<file path="src/rtl/bus_arbiter.sv">
// Two-requester round-robin arbiter onto a single downstream OCP-style bus.
// One transaction outstanding at a time: grant in IDLE, issue in CMD, collect response in RESP.
module bus_arbiter #(
  parameter int unsigned WRITE_RESP = 1,
  parameter int unsigned AddrWidth  = 32,
  parameter int unsigned DataWidth  = 32
) (
  input  logic                   clk,
  input  logic                   reset,

  // requester 0
  input  logic [2:0]             in0_mcmd_i,
  input  logic [AddrWidth-1:0]   in0_maddr_i,
  input  logic [DataWidth-1:0]   in0_mdata_i,
  input  logic [DataWidth/8-1:0] in0_mbyteen_i,
  input  logic                   in0_mrespaccept_i,
  output logic                   in0_scmdaccept_o,
  output logic [1:0]             in0_sresp_o,
  output logic [DataWidth-1:0]   in0_sdata_o,

  // requester 1
  input  logic [2:0]             in1_mcmd_i,
  input  logic [AddrWidth-1:0]   in1_maddr_i,
  input  logic [DataWidth-1:0]   in1_mdata_i,
  input  logic [DataWidth/8-1:0] in1_mbyteen_i,
  input  logic                   in1_mrespaccept_i,
  output logic                   in1_scmdaccept_o,
  output logic [1:0]             in1_sresp_o,
  output logic [DataWidth-1:0]   in1_sdata_o,

  // shared downstream bus
  output logic [2:0]             out_mcmd_o,
  output logic [AddrWidth-1:0]   out_maddr_o,
  output logic [DataWidth-1:0]   out_mdata_o,
  output logic [DataWidth/8-1:0] out_mbyteen_o,
  output logic                   out_mrespaccept_o,
  output logic                   out_mreset_n_o,
  input  logic                   out_scmdaccept_i,
  input  logic [1:0]             out_sresp_i,
  input  logic [DataWidth-1:0]   out_sdata_i
);

  localparam int unsigned BeWidth = DataWidth / 8;

  localparam logic [2:0] CmdIdle  = 3'd0;
  localparam logic [2:0] CmdRd    = 3'd2;
  localparam logic [1:0] RespNull = 2'd0;

  typedef enum logic [1:0] {
    StIdle = 2'd0,
    StCmd  = 2'd1,
    StResp = 2'd2
  } state_e;

  state_e state_q, state_d;
  logic   grant_q, grant_d;  // index of the requester owning the bus
  logic   last_q, last_d;    // index granted most recently

  logic                 req0, req1, pick;
  logic [2:0]           gnt_mcmd;
  logic [AddrWidth-1:0] gnt_maddr;
  logic [DataWidth-1:0] gnt_mdata;
  logic [BeWidth-1:0]   gnt_mbyteen;
  logic                 gnt_mrespaccept;

  // Responses destined for the granted requester, demuxed below.
  logic                 gnt_scmdaccept;
  logic [1:0]           gnt_sresp;
  logic [DataWidth-1:0] gnt_sdata;

  assign req0 = (in0_mcmd_i != CmdIdle);
  assign req1 = (in1_mcmd_i != CmdIdle);

  // On a tie the requester not granted last wins; otherwise whoever asks.
  assign pick = (req0 && req1) ? ~last_q : req1;

  assign gnt_mcmd        = grant_q ? in1_mcmd_i        : in0_mcmd_i;
  assign gnt_maddr       = grant_q ? in1_maddr_i       : in0_maddr_i;
  assign gnt_mdata       = grant_q ? in1_mdata_i       : in0_mdata_i;
  assign gnt_mbyteen     = grant_q ? in1_mbyteen_i     : in0_mbyteen_i;
  assign gnt_mrespaccept = grant_q ? in1_mrespaccept_i : in0_mrespaccept_i;

  assign out_mreset_n_o = ~reset;

  always_comb begin
    state_d           = state_q;
    grant_d           = grant_q;
    last_d            = last_q;
    out_mcmd_o        = CmdIdle;
    out_maddr_o       = '0;
    out_mdata_o       = '0;
    out_mbyteen_o     = '0;
    out_mrespaccept_o = 1'b0;
    gnt_scmdaccept    = 1'b0;
    gnt_sresp         = RespNull;
    gnt_sdata         = '0;

    unique case (state_q)
      StIdle: begin
        if (req0 || req1) begin
          grant_d = pick;
          last_d  = pick;
          state_d = StCmd;
        end
      end

      StCmd: begin
        if (gnt_mcmd == CmdIdle) begin
          // Requester withdrew before acceptance: abandon without issuing.
          state_d = StIdle;
        end else begin
          out_mcmd_o     = gnt_mcmd;
          out_maddr_o    = gnt_maddr;
          out_mdata_o    = gnt_mdata;
          out_mbyteen_o  = gnt_mbyteen;
          gnt_scmdaccept = out_scmdaccept_i;
          if (out_scmdaccept_i) begin
            if (gnt_mcmd == CmdRd || WRITE_RESP != 0) begin
              state_d = StResp;
            end else begin
              state_d = StIdle;
            end
          end
        end
      end

      StResp: begin
        out_mrespaccept_o = gnt_mrespaccept;
        gnt_sresp         = out_sresp_i;
        gnt_sdata         = out_sdata_i;
        if (out_sresp_i != RespNull && gnt_mrespaccept) begin
          state_d = StIdle;
        end
      end

      default: begin
        state_d = StIdle;
      end
    endcase
  end

  always_comb begin
    in0_scmdaccept_o = 1'b0;
    in0_sresp_o      = RespNull;
    in0_sdata_o      = '0;
    in1_scmdaccept_o = 1'b0;
    in1_sresp_o      = RespNull;
    in1_sdata_o      = '0;
    if (grant_q) begin
      in1_scmdaccept_o = gnt_scmdaccept;
      in1_sresp_o      = gnt_sresp;
      in1_sdata_o      = gnt_sdata;
    end else begin
      in0_scmdaccept_o = gnt_scmdaccept;
      in0_sresp_o      = gnt_sresp;
      in0_sdata_o      = gnt_sdata;
    end
  end

  always_ff @(posedge clk) begin
    if (reset) begin
      state_q <= StIdle;
      grant_q <= 1'b0;
      last_q  <= 1'b1;
    end else begin
      state_q <= state_d;
      grant_q <= grant_d;
      last_q  <= last_d;
    end
  end

endmodule

</file>
<file path="config.mk">
export PLATFORM = sky130hd
export DESIGN_NAME = bus_arbiter
export DESIGN_NICKNAME = d
export VERILOG_FILES = /design/src/rtl/bus_arbiter.sv
export SDC_FILE = /design/constraint.sdc
export NUM_CORES = 1
export LEC_CHECK = 0
export ABC_AREA = 0
export ABC_CLOCK_PERIOD_IN_PS = 3850
export CORE_AREA = 3 3 125 127
export DETAILED_ROUTE_END_ITERATION = 12
export DIE_AREA = 0 0 128 130
export MAX_ROUTING_LAYER = met4
export PLACE_DENSITY_LB_ADDON = 0.1
export SYNTH_ARGS = -nofsm -noshare
export SYNTH_HDL_FRONTEND = slang
export SYNTH_SLANG_ARGS = --single-unit
</file>
<file path="constraint.sdc">
create_clock -name clk -period 3.85 [get_ports clk]
set_input_delay 0.9625 -clock clk [delete_from_list [all_inputs] [get_ports clk]]
set_output_delay 0.9625 -clock clk [all_outputs]
set_load 0.02 [all_outputs]
</file>
## After elaboration in Yosys (flattened, before gate mapping)

Cells that the tools add are included.

| cells by class | value |
|---|---|
| equality and inequality tests | 5 |
| multiplexer cells | 30 |
| bitwise operators | 2 |
| reduce and logical (&&, ||, !) cells | 10 |

Operators with widths:

| operator | number |
|---|---|
| $mux 32 | 9 |
| $mux 2 | 7 |
| $mux 4 | 3 |
| $mux 3 | 3 |
| $mux 1 | 7 |
| $pmux 2 s3 | 1 |
| $reduce_bool 3->1 | 2 |
| $ne 2x2->1 const B | 2 |
| $logic_not 3->1 | 1 |
| $ne 3x3->1 const B | 1 |
| $reduce_and 3->1 | 1 |
| $eq 2x1->1 const B | 1 |
| $eq 2x2->1 const B | 1 |
| $logic_and 1x1->1 | 2 |
| $logic_not 2->1 | 1 |
| $not 1->1 | 2 |
| $reduce_and 2->1 | 1 |
| $reduce_bool 2->1 | 1 |
| $logic_or 1x1->1 | 1 |

| storage, ports and cells | value |
|---|---|
| register bits | 4 |
| output and inout port bits | 143 |
| logic and storage cells | 50 |

## Depth between registers and ports, before layout

Gate-level depths: netlist of the first run.

| logic depth | value |
|---|---|
| depth in word-level cells | 5 |
| depth in mapped cells | 6 |
| gate-level depth less buffers | 3 |

## Least setup slack after synthesis of the first run

Ideal clock, no wire load.

| timing path | value |
|---|---|
| path type | input to output |
| start | input port in1_mcmd_i[1] |
| end | output port in0_scmdaccept_o |
| data arrival time | 1,910 ps |
| slack | 978 ps |
| cell stages on the path | 5 |
| path through | nor3_1 > a211o_1 > buf_6 > buf_6 > nor3b_2 |

| between the ends | value |
|---|---|
| longest elaborated chain between the ends | 5 |

RTL lines:

| item | RTL line | source |
|---|---|---|
| start, declared | 22 | `input logic [2:0] in1_mcmd_i,` |
| $mux 3 | 77 | `assign gnt_mcmd = grant_q ? in1_mcmd_i : in0_mcmd_i;` |
| $logic_not 3->1 | 108 | `if (gnt_mcmd == CmdIdle) begin` |
| $mux 1 | 108 |  |
| $mux 1 | 98 | `unique case (state_q)` |
| $mux 1 | 149 | `if (grant_q) begin` |
| end, declared | 17 | `output logic in0_scmdaccept_o,` |

Every way passes these cells.

## Worst setup path in the final report of the first run

| timing path | value |
|---|---|
| start | input port in0_mcmd_i[1] |
| end | output port in0_scmdaccept_o |

| between the ends | value |
|---|---|
| longest elaborated chain between the ends | 5 |

RTL lines:

| item | RTL line | source |
|---|---|---|
| start, declared | 12 | `input logic [2:0] in0_mcmd_i,` |
| $mux 3 | 77 |  |
| $logic_not 3->1 | 108 |  |
| $mux 1 | 108 |  |
| $mux 1 | 98 |  |
| $mux 1 | 149 |  |

Every way passes these cells.

==> results of run 1 <==
## Yosys cell counts (all sizes together)
library cell,n
mux2i,72
nor4,1
nor3b,1
a21oi,1
dfxtp,4
a211o,1
clkbuf,6
or3b,1
or3,2
o41ai,1
o32ai,1
o21ai,2
a21o,1
inv,2
and3,1
nand2b,2
nor2,78
nand2,2
nor3,2
a211oi,1
buf,17
a31o,1
and2,68
## final cells by class
class	count	area [um^2]	area share (%)
Timing Repair Buffer	333	3370	62.8
Multi-Input combinational cell	239	1600	29.8
Tap cell	184	230	4.28
Sequential cell	4	83.8	1.56
Clock buffer	4	78.8	1.47
Inverter	2	7.51	0.140
Antenna cell	1	2.50	0.0465
## worst paths after layout
kind / from / end / slack (ns) / depth (start not counted)
worst max-delay path: in0_mcmd_i[1] / in0_scmdaccept_o / 0.21 / 6
worst min-delay path: last_q / grant_q / 0.53 / 2
worst max register to register: grant_q / state_q[0] / 2.51 / 3
worst min register to register: last_q / grant_q / 0.53 / 2
## metrics by stage
stage	cell area, um^2	hold slack (ns)	total power, uW	util, %
final	5380	0.530	990	37.0
after global routing	5380	0.558	1050	37.0
after CTS	5280	0.532	1020	36.3
after detailed placement	5240	0.526	869	36.0
after global placement	5240	0.511	868	36.0
after floorplan	1850	0.490	435	-
## cell families (layout without fill, tap and decap cells)
kind of cell | after synthesis | after routing
flip-flops | 4 | 4
multiplexers | 72 | 72
buffers and inverters | 25 | 339
AO/OA/AOI/OAI | 9 | 9
AND/OR/NAND/NOR | 158 | 158
other | 0 | 1
## metal layers
metal | track usage, % | up-vias
met1 | 12.3 | 1298
met4 | 2.43 | 0
met3 | 5.24 | 4
met5 | - | -
li1 | - | 1517
met2 | 25.9 | 198
## state kept, by name (all words and copies together) (netlist names)
register,flops
state_q,2
grant_q,1
last_q,1
## power breakdown
part / switching, uW / internal, uW / leakage (uW)
Clock: 31.6 / 137 / 0.0000382
Combinational: 348 / 407 / 0.00250
Sequential: 18.6 / 47.3 / 0.0000338
## what timing repair did
item,4_1_cts,5_1_grt
endpoints found under the setup margin,39,34
resized for setup,32,36
endpoints found under the hold margin,0,0
## worst register-to-register path, cell delays in order, from the launching register on
cell and delay [ns]:
dfxtp_4 0.63, nor4_2 0.13, a21o_1 0.19, o41ai_1 0.26
==> impl_metrics.env, run 1 <==
export IMPL_fill_cells=1554
export IMPL_hold_path_class="flip-flop to flip-flop"
export IMPL_postSynthAreaPerCell_um2=6.91
export IMPL_grtUsageTotal_pct=13.3
export IMPL_fmax_mhz=274
export IMPL_route_met3_wl_um=1570
export IMPL_cts_setup_buffers=0
export IMPL_synth_top_area_cell="mux2i_1"
export IMPL_worst_path_max_fanout=38
export IMPL_slew_viol_final=0
export IMPL_ys_ff_latch=4
export IMPL_skew_ns=0.00526
export IMPL_syn_inst=268
export IMPL_ir_worst_vdd_v=0.000112
export IMPL_cpMaxStageDelayCell="clkdlybuf4s50_1"
export IMPL_p_leak_uw=0.00258
export IMPL_slowest_delay_ns=0.52
export IMPL_avgViaCountPerCell=3.93
export IMPL_dpl_hpwl_um=10700
export IMPL_first_iter_violations=63
export IMPL_via_count=3017
export IMPL_syn2layout_area_growth_pct=190
export IMPL_grt_pass1_vias=3000
export IMPL_wl_met1_um=3810
export IMPL_grt_max_degree=54
export IMPL_nets=764
export IMPL_slew_headroom_pct=69.1
export IMPL_syn_cell_area_um2=1850
export IMPL_ant_nets=0
export IMPL_timing_final_ws_setup_ns=0.205
export IMPL_yosys_warnings=0
export IMPL_numCtsBuffers=3
export IMPL_period_share_pct=94.7
export IMPL_start_util_pct=12.7
export IMPL_synth_area_leaders="mux2i_1 39%, and2_1 23%, nor2_1 16%, buf_6 4.9%, dfxtp_1 4.3%"
export IMPL_grt_pass1_wl_um=16700
export IMPL_layout_drive_gt1_share_pct=4.47
export IMPL_path_class="input port to output pin"
export IMPL_fin_cells=767
export IMPL_critPathCaptureType="output pin"
export IMPL_synth_top_area_share_pct=38.9
export IMPL_seq_area_frac_synth_pct=4.32
export IMPL_tns_ns=0
export IMPL_cts_htree_levels=1
export IMPL_first_pass_iters=4
export IMPL_placed_cells=762
export IMPL_placement_io_buffers=323
export IMPL_die_h_um=130
export IMPL_synth_simple_area_share_pct=43.6
export IMPL_cp_data_arrival_time_ns=2.68
export IMPL_cap_viol_max_count=0
export IMPL_wl_met2_um=6700
export IMPL_setup_violations=0
export IMPL_cts_root_buf="clkbuf_16"
export IMPL_final_common_cell="clkdlybuf4s50_1"
export IMPL_crit_required_ns=2.89
export IMPL_syn_nets=449
export IMPL_route_top_layer_used="met4"
export IMPL_powerDensity_nw_per_um2=184
export IMPL_die_area_um2=16600
export IMPL_die_w_um=128
export IMPL_antenna_found_initial=1
export IMPL_critPathTopFamily="buffers and inverters"
export IMPL_rsz0062_at_grt="false"
export IMPL_status="finished, final reports clean"
export IMPL_pin_count=324
export IMPL_drt_wl_total_um=12200
export IMPL_path_cells="clkdlybuf4s50_1, nor4_2, a211o_2, buf_12, nor3b_2, dlygate4sd2_1"
export IMPL_synth_compound_area_share_pct=3.51
export IMPL_cts_tree="yes"
export IMPL_clock_sinks=4
export IMPL_crit_buf_inv=3
export IMPL_synth_mux_area_fraction_pct=38.9
export IMPL_post_route_min_period_ns=3.64
export IMPL_routedWlPerCell_um=15.8
export IMPL_cts_hold_buf=0
export IMPL_mostFrequentLayoutCells="253 x clkdlybuf4s50_1, 78 x nor2_1, 72 x mux2i_1"
export IMPL_drc_errors=0
export IMPL_place_congestion=0.789
export IMPL_worst_pin_slew_ns=0.464
export IMPL_core_um2=14500
export IMPL_rows=44
export IMPL_path_clk_slew_ns=0.03
export IMPL_synth_xor_area_share_pct=0
export IMPL_synthAdderAreaFrac_pct=0
export IMPL_pre_cts_ws_ns=-0.111
export IMPL_finalHoldViolCount=0
export IMPL_clockBufferDepth=2
export IMPL_cp_start_kind="input port"
export IMPL_synth_cell_types=26
export IMPL_overflow=0
export IMPL_clock_latency_ns=0.23
export IMPL_synth_top_family_by_area="simple AND/OR/NAND/NOR gates"
No activity file was read; power rests on OpenSTA's default activity.
==> inputs of run 2 (changes only) <==
--- a/config.mk
+++ b/config.mk
@@ -7,9 +7,12 @@
 export LEC_CHECK = 0
 export ABC_AREA = 0
 export ABC_CLOCK_PERIOD_IN_PS = 3850
-export CORE_AREA = 3 3 125 127
+export CORE_AREA = 3 3 124 126
+export CTS_CLUSTER_DIAMETER = 80
 export DETAILED_ROUTE_END_ITERATION = 12
-export DIE_AREA = 0 0 128 130
+export DIE_AREA = 0 0 127 129
+export DONT_BUFFER_PORTS = 1
+export GPL_ROUTABILITY_DRIVEN = 0
 export MAX_ROUTING_LAYER = met4
 export PLACE_DENSITY_LB_ADDON = 0.1
 export SYNTH_ARGS = -nofsm -noshare
==> run 2 against run 1 <==
Effect of this change:
- setup slack improved by 0.59 ns
- maximum frequency rose by 19%
- hold slack improved by 0.0048 ns
- via count fell by 38%
- largest power group unchanged
- non-clock buffer count fell by 329
==> impl_metrics.env, run 2 (synthesis gave the netlist of run 1 again) <==
export IMPL_grt_pass1_vias=1797
export IMPL_fin_cells=437
export IMPL_cp_start_kind="input port"
export IMPL_path_depth=4
export IMPL_final_common_cell="nor2_1"
export IMPL_top_regs="state_q (2), grant_q (1), last_q (1)"
export IMPL_cts_htree_levels=1
export IMPL_antenna_found_initial=0
export IMPL_post_route_min_period_ns=3.05
export IMPL_cts_setup_buffers=0
export IMPL_setup_violations=0
export IMPL_critPathTopFamily="simple AND/OR/NAND/NOR gates"
export IMPL_use_met1_pct=9.52
export IMPL_slowest_delay_ns=0.48
export IMPL_die_w_um=127
export IMPL_syn2layout_area_growth_pct=10.7
export IMPL_top_register="state_q"
export IMPL_rsz0062_at_grt="false"
export IMPL_placement_io_buffers=0
export IMPL_via_count=1876
export IMPL_tns_ns=0
export IMPL_drt_wl_total_um=8990
export IMPL_cts_root_buf="clkbuf_16"
export IMPL_worstRegToRegCells=4
export IMPL_fill_cells=1642
export IMPL_grtUsageTotal_pct=9.58
export IMPL_layout_drive_gt1_share_pct=5.53
export IMPL_crit_buf_inv=1
export IMPL_nets=435
export IMPL_cp_data_arrival_time_ns=2.09
export IMPL_ir_worst_vdd_v=0.000102
export IMPL_die_h_um=129
export IMPL_dpl_hpwl_um=8050
export IMPL_period_share_pct=79.3
export IMPL_rows=44
export IMPL_finalHoldViolCount=0
export IMPL_status="finished, final reports clean"
export IMPL_antennaDiodeCount=0
export IMPL_powerDensity_nw_per_um2=307
export IMPL_avgViaCountPerCell=4.29
export IMPL_hold_path_class="flip-flop to flip-flop"
export IMPL_whs_ns=0.535
export IMPL_routedWlPerCell_um=20.6
export IMPL_worst_pin_slew_ns=0.641
export IMPL_critPathCaptureType="output pin"
export IMPL_drc_errors=0
export IMPL_largest_reg_flops=2
export IMPL_path_cells="nor3_1, a211o_2, buf_12, nor2_1"
export IMPL_clock_sinks=4
export IMPL_post_cts_resized=0
export IMPL_fmax_mhz=328
export IMPL_first_iter_violations=53
export IMPL_skew_ns=0.000984
export IMPL_worst_path_max_fanout=70
export IMPL_path_class="input port to output pin"
export IMPL_clockBufferDepth=2
export IMPL_mostFrequentLayoutCells="78 x nor2_1, 72 x mux2i_1, 68 x and2_1"
export IMPL_start_util_pct=12.8
export IMPL_overflow=0
export IMPL_die_area_um2=16400
export IMPL_cpMaxStageDelayCell="nor2_1"
export IMPL_placed_cells=433
export IMPL_crit_required_ns=2.89
export IMPL_cap_viol_max_count=0
export IMPL_p_leak_uw=0.000684
export IMPL_pin_count=324
export IMPL_grt_use_met2_pct=19.6
export IMPL_ant_nets=0
export IMPL_numCtsBuffers=3
export IMPL_fin_util_pct=14.2
export IMPL_grt_busiest_layer="met2"
export IMPL_clock_latency_ns=0.22
export IMPL_slew_headroom_pct=57.1
export IMPL_grt_max_degree=73
export IMPL_slew_viol_final=0
export IMPL_cts_tree="yes"
export IMPL_first_pass_iters=4
export IMPL_path_clk_slew_ns=0.03
export IMPL_grt_pass1_wl_um=11300
export IMPL_cts_hold_buf=0
export IMPL_core_um2=14400
export IMPL_use_met3_pct=1.29
export IMPL_whs_path_depth=2
[run 2: layout make-up]
cell class | instances | area, um^2 | share of cell area, %
clock buffer | 4 | 78.8 | 3.84
inverter | 2 | 7.51 | 0.366
sequential | 4 | 83.8 | 4.09
tap | 184 | 230 | 11.2
timing repair buffer | 4 | 55.1 | 2.68
multi-input combinational | 239 | 1600 | 77.8
[run 2: final timing paths]
kind / start / endpoint / slack (ns)
worst min register to register: last_q / last_q / 0.54
worst min-delay path: last_q / last_q / 0.54
worst max-delay path: in1_mcmd_i[1] / out_mdata_o[29] / 0.80
worst max register to register: grant_q / state_q[1] / 2.34
[run 2: metrics by stage]
stage          setup slack, ns  instance area (um^2)  power, uW
2_1_floorplan            0.978                  1850        435
3_3_place_gp             0.794                  1970        474
3_5_place_dp             0.783                  1970        474
4_1_cts                  0.778                  2050        643
5_1_grt                  0.750                  2050        666
6_report                 0.799                  2050        630
[run 2: worst register-to-register path, delay by kind of cell, from the launching register on]
kind            cells  cell delay, ns
buf+inv             1            0.37
simple gates        1            0.08
flops               1            0.41
mux                 1            0.34
compound gates      1            0.22
[run 2: where the power goes]
group	internal (uW)	switching, uW
registers	47.4	8.60
logic	111	295
clock network	137	30.7
[run 2: per-layer routing]
layer	wire [um]	vias to the layer above
li1	-	851
met1	3010	829
met2	5100	192
met3	821	4
met4	52	0
met5	0	-
==> inputs of run 3 (changes only) <==
--- a/config.mk
+++ b/config.mk
@@ -6,11 +6,11 @@
 export NUM_CORES = 1
 export LEC_CHECK = 0
 export ABC_AREA = 0
-export ABC_CLOCK_PERIOD_IN_PS = 3850
-export CORE_AREA = 3 3 124 126
+export ABC_CLOCK_PERIOD_IN_PS = 2600
+export CORE_AREA = 3 3 125 127
 export CTS_CLUSTER_DIAMETER = 80
 export DETAILED_ROUTE_END_ITERATION = 12
-export DIE_AREA = 0 0 127 129
+export DIE_AREA = 0 0 128 130
 export DONT_BUFFER_PORTS = 1
 export GPL_ROUTABILITY_DRIVEN = 0
 export MAX_ROUTING_LAYER = met4
==> constraint.sdc (replaced) <==
create_clock -name clk -period 2.6 [get_ports clk]
set_input_delay 0.65 -clock clk [delete_from_list [all_inputs] [get_ports clk]]
set_output_delay 0.65 -clock clk [all_outputs]
set_load 0.02 [all_outputs]
==> run 3 against run 2 <==
Effect of this change:
- via count is 9.2% higher
- sequential share of layout area shrank 0.60 points
- register-to-register slack got worse by 1.1 ns
- critical endpoint is now out_maddr_o[31]
- sequential power increased by 43%
- die area up 1.6%
- largest cell class unchanged
- first-iteration DRC count shrank 34%
- setup slack worse by 0.58 ns
- wire length rose by 4.6%
- clock skew increased by 0.0011 ns
- count of clock-buffer cells in the layout stayed put
==> impl_metrics.env, run 3 (synthesis gave the netlist of run 1 again) <==
export IMPL_slew_viol_final=0
export IMPL_clockBufferDepth=2
export IMPL_drc_errors=0
export IMPL_period_share_pct=91.6
export IMPL_grt_pass1_wl_um=11600
export IMPL_via_count=2049
export IMPL_mostFrequentLayoutCells="78 x nor2_1, 72 x mux2i_1, 68 x and2_1"
export IMPL_first_iter_violations=35
export IMPL_numCtsBuffers=3
export IMPL_worst_pin_slew_ns=0.582
export IMPL_ir_worst_vdd_v=0.000121
export IMPL_clock_sinks=4
export IMPL_top_register="state_q"
export IMPL_whs_path_depth=1
export IMPL_worstRegToRegCells=4
export IMPL_rsz0062_at_grt="false"
export IMPL_die_h_um=130
export IMPL_placement_io_buffers=0
export IMPL_die_w_um=128
export IMPL_rr_endpoint="state_q[1]"
export IMPL_core_um2=14500
export IMPL_first_pass_iters=4
export IMPL_placed_cells=478
export IMPL_grt_max_degree=49
export IMPL_skew_ns=0.00205
export IMPL_whs_ns=0.530
export IMPL_cts_root_buf="clkbuf_16"
export IMPL_dpl_hpwl_um=8590
export IMPL_routedWlPerCell_um=19.5
export IMPL_cts_tree="yes"
export IMPL_hold_path_class="input port to flip-flop"
export IMPL_cts_setup_buffers=0
export IMPL_pin_count=324
export IMPL_path_clk_slew_ns=0.03
export IMPL_fin_area_um2=2400
export IMPL_grt_pass1_vias=1822
export IMPL_p_leak_uw=0.000924
export IMPL_antennaDiodeCount=0
export IMPL_fin_cells=482
export IMPL_fmax_mhz=420
export IMPL_tns_ns=0
export IMPL_regArea_um2=83.8
export IMPL_hp_start="reset"
export IMPL_grtUsageTotal_pct=9.82
export IMPL_avgViaCountPerCell=4.25
export IMPL_die_area_um2=16600
export IMPL_slew_headroom_pct=61.1
export IMPL_rows=44
export IMPL_p_sw_uw=528
export IMPL_netSwitchingFraction_pct=49.2
export IMPL_r2r_slack_ns=1.20
export IMPL_internal_power_uw=545
export IMPL_ant_nets=0
export IMPL_post_route_min_period_ns=2.38
export IMPL_cp_start_kind="input port"
export IMPL_powerDensity_nw_per_um2=447
export IMPL_clock_latency_ns=0.23
export IMPL_post_dp_cell_area_um2=2320
export IMPL_path_class="input port to output pin"
export IMPL_top_regs="state_q (2), grant_q (1), last_q (1)"
export IMPL_crit_required_ns=1.95
export IMPL_post_cts_resized=0
export IMPL_pwr_share_comb_pct=69.2
export IMPL_overflow=0
export IMPL_pwr_share_clk_pct=23.4
export IMPL_cts_hold_buf=0
export IMPL_worst_path_max_fanout=23
export IMPL_layout_drive_gt1_share_pct=19.8
export IMPL_cts_htree_levels=1
export IMPL_status="finished, final reports clean"
export IMPL_final_common_cell="nor2_1"
export IMPL_nets=480
export IMPL_cp_data_arrival_time_ns=1.73
export IMPL_finalHoldViolCount=0
export IMPL_fill_cells=1656
export IMPL_start_util_pct=12.7
export IMPL_multi_input_area_um2=1600
export IMPL_largest_reg_flops=2
export IMPL_timing_rr_start="grant_q"
export IMPL_syn2layout_area_growth_pct=29.9
export IMPL_holdPathEnd="state_q[0]"
export IMPL_drt_wl_total_um=9400
export IMPL_antenna_found_initial=0
export IMPL_setup_violations=0
export IMPL_critPathCaptureType="output pin"
export IMPL_cap_viol_max_count=0
export IMPL_p_seq_share_pct=7.4
-- run 3: power groups by stage --
stage / clock network (uW) / registers [uW] / logic (uW)
5_1_grt: 261 / 81.9 / 798
4_1_cts: 255 / 79.8 / 759
3_3_place_gp: 0 / 80.6 / 766
3_5_place_dp: 0 / 80.6 / 759
6_report: 251 / 79.8 / 743
2_1_floorplan: 0 / 76.0 / 568
-- run 3: worst max path at each step --
stage | start | to | slack [ns] | cells past startpoint
after global routing | grant_q | in1_sdata_o[0] | 0.1 | 5
after CTS | grant_q | in1_sdata_o[0] | 0.07 | 5
after floorplan | in1_mcmd_i[1] | in0_scmdaccept_o | 0.35 | 5
final | in0_mcmd_i[1] | out_maddr_o[31] | 0.22 | 5
after global placement | in1_mcmd_i[1] | out_mdata_o[20] | 0.20 | 4
after detailed placement | in0_mcmd_i[1] | out_maddr_o[31] | 0.18 | 5
-- run 3: routing by layer --
layer / global-route usage, % / share of wire, % / vias up
li1: - / - / 945
met1: 9.46 / 32 / 904
met2: 19.6 / 56 / 196
met3: 2.17 / 11 / 4
met4: 2.62 / 0.94 / 0
met5: - / 0 / -
-- run 3: worst max-delay path, cell delays in order --
cell and delay [ns]:
nor4_2 0.28, a211o_2 0.34, buf_12 0.20, nor2_1 0.07
buf_4 0.16
-- run 3: stage by stage --
step | setup WS (ns) | util [%] | total power [uW]
6_report | 0.219 | 16.5 | 1070
2_1_floorplan | 0.353 | - | 644
3_3_place_gp | 0.203 | 16.0 | 846
5_1_grt | 0.0994 | 16.5 | 1140
3_5_place_dp | 0.178 | 16.0 | 839
4_1_cts | 0.0680 | 16.5 | 1090
-- run 3: cell type report --
type	instances	area share, %
multi-input cells	239	66.3
repair buffers	49	17.0
well taps	184	9.57
flip-flops and latches	4	3.49
clock buffers	4	3.28
inverters	2	0.312
